File: src/rtl/multicycle_control_unit.sv
// Multi-cycle MIPS control FSM: sequences fetch/decode/execute/memory/write-back,
// waits on mem_ready with a bounded wait, traps on bad opcodes and overruns.
module multicycle_control_unit #(
  parameter int ALU_CTRL_W = 4,
  parameter int TIMEOUT    = 255
) (
  input  logic                  clk,
  input  logic                  rst,
  input  logic [5:0]            opcode,
  input  logic [5:0]            funct,
  input  logic                  mem_ready,
  output logic                  pc_write,
  output logic                  pc_write_cond,
  output logic                  i_or_d,
  output logic                  mem_read,
  output logic                  mem_write,
  output logic                  ir_write,
  output logic                  mem_to_reg,
  output logic                  reg_dst,
  output logic                  reg_write,
  output logic                  alu_src_a,
  output logic [1:0]            alu_src_b,
  output logic [1:0]            pc_source,
  output logic [ALU_CTRL_W-1:0] alu_control,
  output logic [3:0]            state,
  output logic                  instr_done,
  output logic                  illegal_op,
  output logic                  mem_timeout
);

  typedef enum logic [3:0] {
    S_FETCH     = 4'd0,
    S_DECODE    = 4'd1,
    S_MEM_ADDR  = 4'd2,
    S_MEM_READ  = 4'd3,
    S_MEM_WB    = 4'd4,
    S_MEM_WRITE = 4'd5,
    S_EXECUTE   = 4'd6,
    S_R_WB      = 4'd7,
    S_BRANCH    = 4'd8,
    S_JUMP      = 4'd9,
    S_ADDI_EXEC = 4'd10,
    S_ADDI_WB   = 4'd11,
    S_TRAP      = 4'd12
  } state_t;

  localparam logic [15:0] LP_WAIT_LAST = 16'(TIMEOUT - 1);
  localparam logic [ALU_CTRL_W-1:0] LP_ADD = ALU_CTRL_W'(4'b0010);
  localparam logic [ALU_CTRL_W-1:0] LP_SUB = ALU_CTRL_W'(4'b0110);
  localparam logic [ALU_CTRL_W-1:0] LP_AND = ALU_CTRL_W'(4'b0000);
  localparam logic [ALU_CTRL_W-1:0] LP_OR  = ALU_CTRL_W'(4'b0001);
  localparam logic [ALU_CTRL_W-1:0] LP_SLT = ALU_CTRL_W'(4'b0111);
  localparam logic [ALU_CTRL_W-1:0] LP_NOR = ALU_CTRL_W'(4'b1100);

  state_t      r_state;
  state_t      w_next_state;
  logic [5:0]  r_funct;
  logic [15:0] r_wait_cnt;
  logic        r_run;
  logic        r_illegal;
  logic        r_timeout;
  logic        w_waiting;
  logic        w_expire;
  logic        w_funct_ok;
  logic        w_bad_op;

  always_comb begin
    w_waiting  = (r_state == S_FETCH) || (r_state == S_MEM_READ) || (r_state == S_MEM_WRITE);
    // Expiry is judged on the cycle that would bring the count to TIMEOUT, so a
    // late mem_ready in that same cycle still completes the access.
    w_expire   = r_run && w_waiting && !mem_ready && (r_wait_cnt == LP_WAIT_LAST);
    w_funct_ok = funct inside {6'b100000, 6'b100010, 6'b100100,
                               6'b100101, 6'b101010, 6'b100111};
    w_next_state = r_state;
    w_bad_op     = 1'b0;
    case (r_state)
      S_FETCH:     if (mem_ready) w_next_state = S_DECODE;
      S_DECODE: begin
        case (opcode)
          6'b100011, 6'b101011: w_next_state = S_MEM_ADDR;
          6'b000000: begin
            if (w_funct_ok) begin
              w_next_state = S_EXECUTE;
            end else begin
              w_next_state = S_TRAP;
              w_bad_op     = 1'b1;
            end
          end
          6'b000100: w_next_state = S_BRANCH;
          6'b000010: w_next_state = S_JUMP;
          6'b001000: w_next_state = S_ADDI_EXEC;
          default: begin
            w_next_state = S_TRAP;
            w_bad_op     = 1'b1;
          end
        endcase
      end
      S_MEM_ADDR:  w_next_state = (opcode == 6'b101011) ? S_MEM_WRITE : S_MEM_READ;
      S_MEM_READ:  if (mem_ready) w_next_state = S_MEM_WB;
      S_MEM_WRITE: if (mem_ready) w_next_state = S_FETCH;
      S_EXECUTE:   w_next_state = S_R_WB;
      S_ADDI_EXEC: w_next_state = S_ADDI_WB;
      S_MEM_WB, S_R_WB, S_BRANCH, S_JUMP, S_ADDI_WB: w_next_state = S_FETCH;
      default:     w_next_state = S_TRAP;
    endcase
    if (w_expire) w_next_state = S_TRAP;
    // The first edge after reset release only arms the outputs; FETCH then runs.
    if (!r_run) begin
      w_next_state = r_state;
      w_bad_op     = 1'b0;
    end
  end

  always_ff @(posedge clk or posedge rst) begin
    if (rst) begin
      r_state    <= S_FETCH;
      r_funct    <= 6'd0;
      r_wait_cnt <= 16'd0;
      r_run      <= 1'b0;
      r_illegal  <= 1'b0;
      r_timeout  <= 1'b0;
    end else begin
      r_run   <= 1'b1;
      r_state <= w_next_state;
      if (r_state == S_DECODE) r_funct <= funct;
      if (w_bad_op) r_illegal <= 1'b1;
      if (w_expire) r_timeout <= 1'b1;
      if ((w_next_state != r_state) || mem_ready) begin
        r_wait_cnt <= 16'd0;
      end else if (w_waiting && r_run) begin
        r_wait_cnt <= r_wait_cnt + 16'd1;
      end
    end
  end

  always_comb begin
    pc_write      = 1'b0;
    pc_write_cond = 1'b0;
    i_or_d        = 1'b0;
    mem_read      = 1'b0;
    mem_write     = 1'b0;
    ir_write      = 1'b0;
    mem_to_reg    = 1'b0;
    reg_dst       = 1'b0;
    reg_write     = 1'b0;
    alu_src_a     = 1'b0;
    alu_src_b     = 2'b00;
    pc_source     = 2'b00;
    alu_control   = '0;
    instr_done    = 1'b0;
    if (r_run) begin
      alu_control = LP_ADD;
      case (r_state)
        S_FETCH: begin
          mem_read  = 1'b1;
          alu_src_b = 2'b01;
          ir_write  = mem_ready;
          pc_write  = mem_ready;
        end
        S_DECODE:   alu_src_b = 2'b11;
        S_MEM_ADDR: begin
          alu_src_a = 1'b1;
          alu_src_b = 2'b10;
        end
        S_MEM_READ: begin
          mem_read = 1'b1;
          i_or_d   = 1'b1;
        end
        S_MEM_WB: begin
          reg_write  = 1'b1;
          mem_to_reg = 1'b1;
          instr_done = 1'b1;
        end
        S_MEM_WRITE: begin
          i_or_d     = 1'b1;
          mem_write  = !w_expire;
          instr_done = mem_ready;
        end
        S_EXECUTE: begin
          alu_src_a = 1'b1;
          case (r_funct)
            6'b100010: alu_control = LP_SUB;
            6'b100100: alu_control = LP_AND;
            6'b100101: alu_control = LP_OR;
            6'b101010: alu_control = LP_SLT;
            6'b100111: alu_control = LP_NOR;
            default:   alu_control = LP_ADD;
          endcase
        end
        S_R_WB: begin
          reg_dst    = 1'b1;
          reg_write  = 1'b1;
          instr_done = 1'b1;
        end
        S_BRANCH: begin
          alu_src_a     = 1'b1;
          alu_control   = LP_SUB;
          pc_write_cond = 1'b1;
          pc_source     = 2'b01;
          instr_done    = 1'b1;
        end
        S_JUMP: begin
          pc_write   = 1'b1;
          pc_source  = 2'b10;
          instr_done = 1'b1;
        end
        S_ADDI_EXEC: begin
          alu_src_a = 1'b1;
          alu_src_b = 2'b10;
        end
        S_ADDI_WB: begin
          reg_write  = 1'b1;
          instr_done = 1'b1;
        end
        default: ;
      endcase
    end
  end

  assign state       = r_state;
  assign illegal_op  = r_illegal;
  assign mem_timeout = r_timeout;

endmodule
File: config.mk
export PLATFORM = sky130hd
export DESIGN_NAME = multicycle_control_unit
export DESIGN_NICKNAME = d
export VERILOG_FILES = /design/src/rtl/multicycle_control_unit.sv
export SDC_FILE = /design/constraint.sdc
export NUM_CORES = 1
export LEC_CHECK = 0
export BUFFER_PORTS_ARGS = -buffer_cell sky130_fd_sc_hd__buf_4
export CAP_MARGIN = 10
export CORE_MARGIN = 3
export CORE_UTILIZATION = 55
export CTS_CLUSTER_SIZE = 20
export DETAILED_ROUTE_END_ITERATION = 16
export HOLD_SLACK_MARGIN = 0.02
export PLACE_DENSITY = 0.76
export SYNTH_ARGS = -nofsm -noshare
export SYNTH_HDL_FRONTEND = slang
export SYNTH_SLANG_ARGS = --single-unit
export TNS_END_PERCENT = 5
File: constraint.sdc
create_clock -name clk -period 2.7 [get_ports clk]
set_input_delay 0.135 -clock clk [delete_from_list [all_inputs] [get_ports clk]]
set_output_delay 0.135 -clock clk [all_outputs]
set_load 0.005 [all_outputs]
---- Word level (Yosys, flattened, before mapping) ----
Index checks and enable logic that the tools add are counted.
W data, S select, Z words.
word-level totals
  flip-flop bits (word level) ............. 29
  logic and storage cells ................. 100
  output and inout bits ................... 25
  input port bits ......................... 15
operators by class
  eq/ne operators ......................... 29
  add/sub/neg operators ................... 1
  muxes and demuxes ....................... 44
  reductions and logical operators ........ 20
operators with widths
  cell                     count
  $eq A6 B6 Y1 const B     13
  $pmux W4 S5              2
  $mux W16                 2
  $pmux W4 S8              1
  $mux W4                  7
  $mux W1                  23
  $add A16 B1 Y16 const B  1
  $eq A16 B8 Y1 const B    1
  $eq A4 B3 Y1 const B     4
  $eq A4 B4 Y1 const B     4
  $reduce_or A5 Y1         2
  $eq A4 B2 Y1 const B     2
  $pmux W4 S2              1
  $reduce_or A2 Y1         4
  $eq A6 B2 Y1 const B     1
  $eq A6 B3 Y1 const B     1
  $eq A6 B4 Y1 const B     1
  $logic_not A6 Y1         1
  $pmux W1 S2              3
  $pmux W2 S3              1
  $reduce_bool A6 Y1       1
  $eq A4 B1 Y1 const B     1
  $logic_not A4 Y1         1
  $mux W2                  2
  9 further kinds          14

---- Depth between registers and ports, before layout ----
  depth in word-level cells ............... 11
  depth in mapped cells ................... 9

---- Worst setup path after synthesis ----
Ideal clock, no wire load.
  path kind ............................... flip-flop to flip-flop
  start ................................... register r_state[3], in the netlist state[3]
  end ..................................... register r_wait_cnt[10]
  data required time ...................... 2578 ps
  setup slack ............................. 635 ps
  arrival ................................. 1942 ps
  library setup time ...................... 122 ps
  period minus slack after synthesis ...... 2065 ps
  cell stages (with the launch flop) ...... 8
  cell sequence ........................... dfrtp_1 -> or3b_1 -> o2bb2ai_4 -> a21o_1 -> nor3_2 -> o2bb2ai_4 -> buf_4 -> nor3_2
between the ends
  longest elaborated chain between the ends .. 11
RTL lines
  element                                                            RTL line  text
  from (decl)                                                        55        state_t r_state;
  from (signal assigned)                                             124       r_state <= w_next_state;
  parallel branches: the longest is 11 deep, another holds $mux W16  --
  to (signal assigned)                                               131       r_wait_cnt <= r_wait_cnt + 16'd1;
  to (decl)                                                          58        logic [15:0] r_wait_cnt;
Parallel ways; which one is timed is not known.
A chain may end at the register's enable or synchronous reset.

---- Final worst setup path ----
  start ................................... register r_state[0], in the netlist state[0]
  end ..................................... output alu_control[2]
between the ends
  longest elaborated chain between the ends .. 3
RTL lines
  element                                              RTL line  text
  $eq A4 B4 Y1 / $eq A4 B3 Y1 (equally long branches)  153       case (r_state)
  $pmux W4 S2 *                                        153
  $mux W4 *                                            151       if (r_run) begin
  to (decl)                                            24        output logic [ALU_CTRL_W-1:0] alu_control,
Every way passes the cells marked *; elsewhere a longest branch is shown, timed or not.

==> impl_metrics.csv <==
group,metric,value,unit
floorplanning,fp.coreArea,3520,um2
grt,grt_pass1_wl,8910,um
floorplanning,num_io_pins,40,
place,place_hpwl,3910,um
logic_synthesis,synth_cell_types,53,
power_and_ir_drop,vdd_drop_max,0.000416,V
worst_setup_path,path_class,"flop to output pin",
cts,cts.clk_slew.worst_paths,0.06,ns
cts,tritoncts,"done",
logic_synthesis,synth_seq_cells,29,
cells_and_area,syn_to_final_growth,23.6,%
power_and_ir_drop,cellPowerDensity,592,nW/um2
place,place_area,2520,um2
grt,grt_pass1_vias,1839,
timing,fin_tns_setup,0,ns
floorplanning,fp-row-count,21,
timing,finalSetupViolCount,0,
route,dr.first_iter.drc_count,232,
floorplanning,die-width,68.1,um
worst_setup_path,cp-start-kind,"flop",
grt,grt_usage,25.9,%
cells_and_area,seqCellArea,726,um2
logic_synthesis,avgSynthCellArea,8.44,um2
cts,ctsResizeCount,0,
timing,fin_crit,2.36,ns
place,port_buffers,39,
floorplanning,die_h,68.1,um
route,vias_per_cell,5.77,
run,cap_violations,0,
timing,skew,0.00284,ns
timing,rsz0062_at_grt,"false",
route,first_pass_iters,4,
logic_synthesis,synth_top_area_share,34.2,%
cts,clock-sinks,29,
cells_and_area,multi_input_area,1280,um2
worst_setup_path,cp-end-kind,"output pin",
timing,slew_violations,0,
logic_synthesis,syn-num-nets,268,
timing,hold_violations,0,
worst_setup_path,required,2.57,ns
cells_and_area,fin_nets,313,
logic_synthesis,yosys_warnings,0,
route,wl,5310,um
route,ant_nets,0,
cells_and_area,fill_cells,274,
cells_and_area,drive_gt1_share,26.9,%
cts,h-tree-depth,2,
timing,slew_headroom,46.5,%
cts,cts.hold.buffers_added,0,
route,dr_total_vias,1978,
logic_synthesis,yosysTopAreaCell,"dfrtp_1",
logic_synthesis,synthTopCellsByArea,"dfrtp_1, nand2_1, nor3_2",
status,outcome,"completed",
grt,overflow,0,
floorplanning,dieArea,4630,um2
cts,cts_root_buffer,"clkbuf_8",
cells_and_area,final_cells,343,
cells_and_area,antennaDiodeCount,0,
cells_and_area,stdcell_area,2620,um2
logic_synthesis,postSynthCellCount,251,
place,gp_congestion,0.948,
logic_synthesis,seq_area_frac_synth,34.2,%
place,dp_cells,335,
timing,worst_pin_slew,0.801,ns
worst_setup_path,crit_arrival,2.23,ns
route,drc,0,
worst_hold_path,min_path_type,"input pin to asynchronous set/reset pin",
cts,cts_buffers,5,
timing,max_freq,0.423,GHz
route,wl_per_cell,15.5,um
logic_synthesis,syn_area,2120,um2
power_and_ir_drop,power_leakage,1.15,nW
floorplanning,initial_core_util,60.2,%
grt,grt_max_degree,22,
worst_setup_path,path_max_fanout,13,
cts,post-cts-setup-buffers,0,
cts,clock_latency,0.29,ns
cells_and_area,final_common_cell,"buf_4",
cells_and_area,most-common-layout-cells,"buf_4, nand2_1, dfrtp_1",
grt,antenna_found_initial,0,
cts,ctsLongestPathBuffers,2,
timing,period_share,87.6,%
==> layer usage <==
layer / up-vias / share of wire, % / GRT usage [%] / routed length [um]
met5: - / 0 / 0 / 0
met4: 0 / 1.2 / 8.44 / 65
met3: 9 / 7.5 / 6.90 / 398
met2: 69 / 45 / 36.8 / 2370
met1: 930 / 47 / 37.7 / 2470
li1: 970 / - / - / -
==> power by group <==
| group | switching (mW) | leakage, nW | internal (mW) |
|---|---|---|---|
| clock network | 0.168 | 0.0542 | 0.230 |
| registers | 0.0576 | 0.383 | 0.496 |
| logic | 0.334 | 0.712 | 0.265 |
==> cells in the mapped netlist (all sizes together) <==
cell / number
nand2: 33
dfrtp: 29
nor3: 25
nor2: 23
o21ai: 14
inv: 13
xnor2: 11
a21oi: 8
clkbuf: 7
xor2: 7
buf: 6
nand3: 6
nor2b: 6
nor4: 6
nand2b: 5
nand4: 5
a31oi: 4
a21o: 3
and3: 3
and4: 3
nor3b: 3
nor4b: 3
o2bb2ai: 3
and3b: 2
ha: 2
or2: 2
or3: 2
a2111oi: 1
a221o: 1
a22o: 1
a32o: 1
and2: 1
and4b: 1
conb: 1
nor4bb: 1
o2111ai: 1
o211ai: 1
o21a: 1
o21bai: 1
o22a: 1
o32a: 1
o32ai: 1
or3b: 1
or4: 1
==> path summary, 6_finish.rpt <==
kind	start	to	slack, ns	depth (start not counted)
max reg2reg	r_wait_cnt[0]$_DFFE_PP0P_	r_wait_cnt[1]$_DFFE_PP0P_	0.35	9
min	rst	r_funct[3]$_DFFE_PP0P_	0.003	2
max	state[0]$_DFF_PP0_	alu_control[2]	0.34	6
min in group clk	funct[4]	r_funct[4]$_DFFE_PP0P_	0.05	3
max in group asynchronous	rst	r_wait_cnt[11]$_DFFE_PP0P_	2.07	3
min reg2reg	mem_timeout$_DFFE_PP0P_	mem_timeout$_DFFE_PP0P_	0.45	1
==> through the flow <==
step | hold slack [ns] | power, mW | setup WS [ns] | utilization [%]
6_report | 0.00262 | 1.55 | 0.336 | 74.4
5_1_grt | 0.0678 | 1.65 | 0.142 | 74.4
4_1_cts | 0.0222 | 1.55 | 0.313 | 74.4
3_5_place_dp | 0.333 | 1.15 | 0.387 | 71.5
3_3_place_gp | 0.327 | 1.14 | 0.473 | 71.5
2_1_floorplan | 0.213 | 0.932 | 0.635 | -
==> state kept, by name (all words and copies together), names as in the netlist <==
register     flops
r_wait_cnt      16
r_funct          6
state            4
illegal_op       1
mem_timeout      1
r_run            1
==> final cells by class <==
type / count / area share (%)
repair buffers: 51 / 15.6
inverters: 13 / 1.86
multi-input cells: 196 / 48.8
well taps: 46 / 2.20
clock buffers: 7 / 3.68
clock inverters: 1 / 0.191
flip-flops and latches: 29 / 27.7
==> cell families after synthesis <==
logic type	share of synthesized area (%)
buffers and inverters	5.43
xor gates and xnor gates	7.79
DFF	34.2
AOI/OAI and AO/OA	15.5
and+or+nand+nor	35.7
adders and majority gates	1.18
other	0.177
==> worst max-delay path: stages, from the launching register on <==
cell      delay (ns)
dfrtp_1         0.46
buf_4           0.21
nand2b_1        0.21
nor4b_1         0.48
nand3_1         0.15
o21ai_0         0.26
buf_4           0.16
Note: power is estimated with default switching activity, not from simulation.
